===== config.mk =====
export PLATFORM = sky130hd
export DESIGN_NAME = argon_stack
export DESIGN_NICKNAME = d
export VERILOG_FILES = /design/src/rtl/constants_pkg.sv /design/src/rtl/argon_stack_mem.sv /design/src/rtl/argon_stack.sv
export SDC_FILE = /design/constraint.sdc
export NUM_CORES = 1
export LEC_CHECK = 0
export ABC_AREA = 0
export CORE_MARGIN = 10
export CORE_UTILIZATION = 35
export DETAILED_ROUTE_END_ITERATION = 10
export PLACE_DENSITY_LB_ADDON = 0.12
export SLEW_MARGIN = 30
export SYNTH_ARGS = -nofsm -noshare
export SYNTH_HDL_FRONTEND = slang
export SYNTH_HIERARCHICAL = 1
export SYNTH_SLANG_ARGS = --single-unit

===== constraint.sdc =====
create_clock -name clk -period 3.8 [get_ports clk]
set_clock_uncertainty 0.15 [all_clocks]
set_input_delay 0.57 -clock clk [delete_from_list [all_inputs] [get_ports clk]]
set_output_delay 0.57 -clock clk [all_outputs]
set_load 0.02 [all_outputs]

===== src/rtl/constants_pkg.sv =====
// constants_pkg: shared Argon unit-bus constants for the stack unit.
//   WORDSIZE    - default stack word width
//   ID_STACK    - unit-bus ID of the stack unit
//   stack_cmd_t - stack command opcodes
//   error_t     - 4-bit response error codes
package constants_pkg;

    localparam int WORDSIZE = 16;
    localparam logic [3:0] ID_STACK = 4'h4;

    typedef enum logic [3:0] {
        CMD_NOP            = 4'd0,
        CMD_PUSH           = 4'd1,
        CMD_POP            = 4'd2,
        CMD_PEEK           = 4'd3,
        CMD_CLEAR          = 4'd4,
        CMD_READ_WATERMARK = 4'd5
    } stack_cmd_t;

    typedef enum logic [3:0] {
        ERR_NONE            = 4'd0,
        ERR_OVERFLOW        = 4'd1,
        ERR_UNDERFLOW       = 4'd2,
        ERR_INVALID_COMMAND = 4'd3
    } error_t;

endpackage


===== src/rtl/argon_stack_mem.sv =====
// argon_stack_mem: DEPTH x WIDTH stack storage, one write port, one synchronous read port.
//   clk   in  - clock
//   we    in  - write enable
//   waddr in  - write address
//   wdata in  - write data
//   re    in  - read enable; rdata updates on the next edge and holds until the next read
//   raddr in  - read address
//   rdata out - registered read data
module argon_stack_mem #(
    parameter int WIDTH = 16,
    parameter int DEPTH = 16
) (
    input  logic                     clk,
    input  logic                     we,
    input  logic [$clog2(DEPTH)-1:0] waddr,
    input  logic [WIDTH-1:0]         wdata,
    input  logic                     re,
    input  logic [$clog2(DEPTH)-1:0] raddr,
    output logic [WIDTH-1:0]         rdata
);

    logic [WIDTH-1:0] mem [DEPTH];

    always_ff @(posedge clk) begin
        if (we) mem[waddr] <= wdata;
        if (re) rdata <= mem[raddr];
    end

endmodule


===== src/rtl/argon_stack.sv =====
// argon_stack: parametrised stack unit on the Argon unit bus (PUSH/POP/PEEK/CLEAR).
//   clk, reset_n            - clock, asynchronous active-low reset
//   bus_valid/bus_ready     - request handshake
//   bus_id                  - target unit ID, must match UNIT_ID
//   bus_command, bus_data   - opcode and PUSH operand
//   resp_valid              - one-cycle response strobe
//   resp_data, resp_error   - response payload, zero outside resp_valid
//   count, full, empty      - occupancy status
//   watermark               - peak occupancy since reset or CLEAR
// Optional feature: define ARGON_STACK_WATERMARK_EN to build the watermark
// register and enable command 5 (READ_WATERMARK).
module argon_stack
    import constants_pkg::*;
#(
    parameter int         WIDTH         = WORDSIZE,
    parameter int         DEPTH         = 16,
    parameter logic [3:0] UNIT_ID       = ID_STACK,
    parameter int         COMMAND_WIDTH = 4
) (
    input  logic                       clk,
    input  logic                       reset_n,
    input  logic                       bus_valid,
    output logic                       bus_ready,
    input  logic [3:0]                 bus_id,
    input  logic [COMMAND_WIDTH-1:0]   bus_command,
    input  logic [WIDTH-1:0]           bus_data,
    output logic                       resp_valid,
    output logic [WIDTH-1:0]           resp_data,
    output logic [3:0]                 resp_error,
    output logic [$clog2(DEPTH+1)-1:0] count,
    output logic                       full,
    output logic                       empty,
    output logic [$clog2(DEPTH+1)-1:0] watermark
);

    localparam int AW = $clog2(DEPTH);
    localparam int CW = $clog2(DEPTH+1);

    typedef enum logic [1:0] {IDLE, READ, RESP} state_t;

    state_t           state, state_nxt;
    logic [CW-1:0]    cnt, cnt_nxt;
    error_t           err_q, err_nxt;
    logic             from_mem, from_mem_nxt;
    logic [WIDTH-1:0] data_q, data_nxt;
    logic             acc, we, re;
    logic [WIDTH-1:0] rdata;

    assign bus_ready  = state == IDLE;
    assign acc        = bus_valid && bus_ready && bus_id == UNIT_ID;
    assign count      = cnt;
    assign full       = cnt == CW'(DEPTH);
    assign empty      = cnt == '0;
    assign resp_valid = state == RESP;
    assign resp_data  = resp_valid ? (from_mem ? rdata : data_q) : '0;
    assign resp_error = resp_valid ? err_q : ERR_NONE;

    // The read is launched at the accept edge so the top entry sits in rdata
    // during READ and is still held there in RESP.
    argon_stack_mem #(.WIDTH(WIDTH), .DEPTH(DEPTH)) u_mem (
        .clk   (clk),
        .we    (we),
        .waddr (cnt[AW-1:0]),
        .wdata (bus_data),
        .re    (re),
        .raddr (AW'(cnt - 1'b1)),
        .rdata (rdata)
    );

    always_comb begin
        state_nxt    = state;
        cnt_nxt      = cnt;
        err_nxt      = err_q;
        from_mem_nxt = from_mem;
        data_nxt     = data_q;
        we           = 1'b0;
        re           = 1'b0;
        case (state)
            IDLE: if (acc) begin
                state_nxt    = RESP;
                err_nxt      = ERR_NONE;
                from_mem_nxt = 1'b0;
                data_nxt     = '0;
                case (bus_command)
                    COMMAND_WIDTH'(CMD_NOP): ;
                    COMMAND_WIDTH'(CMD_PUSH):
                        if (full) err_nxt = ERR_OVERFLOW;
                        else begin
                            we      = 1'b1;
                            cnt_nxt = cnt + 1'b1;
                        end
                    COMMAND_WIDTH'(CMD_POP), COMMAND_WIDTH'(CMD_PEEK):
                        if (empty) err_nxt = ERR_UNDERFLOW;
                        else begin
                            re           = 1'b1;
                            state_nxt    = READ;
                            from_mem_nxt = 1'b1;
                            if (bus_command == COMMAND_WIDTH'(CMD_POP)) cnt_nxt = cnt - 1'b1;
                        end
                    COMMAND_WIDTH'(CMD_CLEAR): cnt_nxt = '0;
`ifdef ARGON_STACK_WATERMARK_EN
                    COMMAND_WIDTH'(CMD_READ_WATERMARK): data_nxt = WIDTH'(watermark);
`endif
                    default: err_nxt = ERR_INVALID_COMMAND;
                endcase
            end
            READ:    state_nxt = RESP;
            default: state_nxt = IDLE;
        endcase
    end

    always_ff @(posedge clk or negedge reset_n) begin
        if (!reset_n) begin
            state    <= IDLE;
            cnt      <= '0;
            err_q    <= ERR_NONE;
            from_mem <= 1'b0;
            data_q   <= '0;
        end else begin
            state    <= state_nxt;
            cnt      <= cnt_nxt;
            err_q    <= err_nxt;
            from_mem <= from_mem_nxt;
            data_q   <= data_nxt;
        end
    end

`ifdef ARGON_STACK_WATERMARK_EN
    logic [CW-1:0] wm;

    always_ff @(posedge clk or negedge reset_n) begin
        if (!reset_n) wm <= '0;
        else if (acc && bus_command == COMMAND_WIDTH'(CMD_CLEAR)) wm <= '0;
        else if (we && cnt_nxt > wm) wm <= cnt_nxt;
    end

    assign watermark = wm;
`else
    assign watermark = '0;
`endif

endmodule

==> summary.md <==
| Metric | Value |
|---|---|
| Status | completed |
| First-pass GRT wire length | 37980 um |
| EDFF count, synth | 272 |
| Hold buffers post-CTS | 0 |
| WP data arrival | 2580 ps |
| Antenna diode count | 0 |
| DP Cell Count | 1005 |
| Die area | 39390 um^2 |
| P_leak | 4.424 nW |
| Most frequent cell after synthesis | edfxtp_1 |
| Max Clock Freq | 302.7 MHz |
| Total Routing Usage GR | 12.95% |
| Synth Register Bits | 282 |
| DIE WIDTH | 198.5 um |
| CTS Buf Count | 30 |
| Core Util, Final | 42.20% |
| Hold Crit Class | in -> async |
| Average wire per standard cell | 23.80 um |
| Final setup vio count | 0 |
| Total number of vias | 5479 |
| Unique masters post-synth | 51 |
| Final hold violations | 0 |
| PwrDens | 544.8 nW/um^2 |
| Worst-path clk slew | 60 ps |
| Reg2reg end | u_mem/mem[0][1] |
| PortBufs | 53 |
| Critical Path Fanout Max | 6 |
| Die span in y | 198.5 um |
| Post-synth top area cell | edfxtp_1 |
| Share of the synthesized area in the top cell type | 73.27% |
| Total Power | 7.236 mW |
| Fin crit period | 3304 ps |
| Area Growth Syn to Fin | 19.15% |
| Final HPWL DP | 15990 um |
| Post-synth top flop | edfxtp_1 |
| Critical Path Sink Type | output pin |
| I/O pins | 61 |
| Top post-synthesis cells by area | edfxtp_1, mux4_2, mux4_1 |
| RSZ-0062 raised after global routing | no |
| Crit path kind | reg -> out |
| Final hold slack | 232.5 ps |
| Max-cap viol count | 0 |
| # clock sinks | 282 |
| Largest net degree at the start of global routing | 65 |
| Worst slack at placement | 218.2 ps |
| Max clock buf depth | 3 |
| Initial Util | 35.42% |
| Post-Layout Cell Count | 1057 |
| Worst rel slew slack | 49.52% |
| GPL Wtd Cong | 0.7371 |
| R2r startpoint | count[2] |
| Clock Latency Late Sink | 540 ps |
| Slew Viols, Final | 0 |
| Vias/cell | 5.184 |
| Critical path destination | empty |
| Storage element area | 8418 um^2 |
| Resize count post-CTS | 0 |
| Fillers | 2722 |
| TNS Setup | 0 ps |
| TritonRoute pass-1 iters | 4 |
| Post-layout net count | 664 |
| Worst Tran Pin Value | 757.2 ps |
| Final WS setup | 496.1 ps |
| VDD IR max | 0.3557 mV |
| Number of remaining DRC errors | 0 |
| H-tree depth reported by CTS | 1 |
| Dpl cell area | 12380 um^2 |
| Syn Area/Cell | 20.57 um^2 |
| Async S/R FF share, synth | 3.546% |
| Sequential share of the synthesized area | 75.52% |
| Multi-input logic area | 2571 um^2 |
| Mapped Cells | 542 |
| Share of layout cells above drive strength 1 | 24.73% |
| CTS tree | done |
| Critical path launch point | count[0] |
| Post-route cell area | 13280 um^2 |
| Core area | 31470 um^2 |
| FP Rows | 65 |
| Final WL | 25160 um |
| Initial antenna violation count | 0 |
| Worst reg-to-reg path cell count | 6 |
| Syn. warnings | 6 |
| Period utilisation layout | 86.94% |
| Reg2reg setup slack | 810 ps |
| ANT nets after route | 0 |
| Most common library cells after synthesis | edfxtp_1, mux4_2, a22oi_1, nor2_1, nand2_1 |
| Postcts setup bufs | 0 |
| Netlist Area Pre-Place | 11150 um^2 |
| Crit path required time | 3080 ps |
| Drt initial violations | 288 |
| Vias in the first global route | 5963 |
| Clock root buffer | clkbuf_16 |
| CP Launch Type | register |
| GRT overflow | 0 |
-- placed cells by master, fill, tap and decap left out, drive strengths merged, types with 10 or more instances in the layout --
master           n
edfxtp         272
mux4            64
clkdlybuf4s50   53
clkbuf          35
buf             35
a22oi           33
nor2            23
nand2           21
and3            16
clkinv          15
dfrtp           10
-- worst min path at each step --
stage               slack [ps]  cells after the start       end      from
finish                     230                      1  count[3]   reset_n
global route               250                      1  count[1]   reset_n
CTS                        210                      1  count[3]   reset_n
detailed placement         290                      1  state[1]  state[1]
global placement           280                      1  state[1]  state[1]
floorplan                  120                      0  count[0]   reset_n
-- routing by layer --
metal | global-route usage, % | share of wire, % | vias to the layer above
met4 | 3.871 | 2.4 | 0
met1 | 16.67 | 43 | 2880
met3 | 2.230 | 5.4 | 40
met5 | 0 | 0 | -
li1 | - | - | 2428
met2 | 21.95 | 49 | 131
-- cells by family after synthesis --
kind of cell | Yosys count | share of synthesized area, %
fa+ha+maj | 2 | 0.2245
compound gates | 54 | 3.659
simple gates | 93 | 4.669
flops | 282 | 75.52
other cells | 1 | 0.03364
xor+xnor | 2 | 0.1572
buf+inv | 41 | 2.144
mux | 67 | 13.59
-- state kept, by name, indices dropped and copies added, names as in the netlist --
name / cells
count: 5
state: 2
err_q: 2
u_mem/mem: 256
u_mem/rdata: 16
from_mem: 1
-- critical path, cell delays in order, from the launching register on --
cell             delay [ps]
dfrtp_1                 410
inv_4                    70
ha_1                    270
or4b_4                  510
inv_1                   150
clkdlybuf4s50_1         630
-- cell type report --
class / count / area share (%)
multi-input combinational: 225 / 19.36
clock inverter: 17 / 0.8290
sequential: 282 / 63.38
inverter: 8 / 0.2449
clock buffer: 35 / 5.954
timing repair buffer: 88 / 6.444
tap: 402 / 3.787
-- report_power, final --
group          switching, mW  total (mW)  internal (mW)
Combinational          0.622        1.10          0.481
Clock                   1.12        2.66           1.54
Sequential            0.0177        3.47           3.46
Total                   1.76        7.24           5.47
Power figures use the tool's default switching activity.
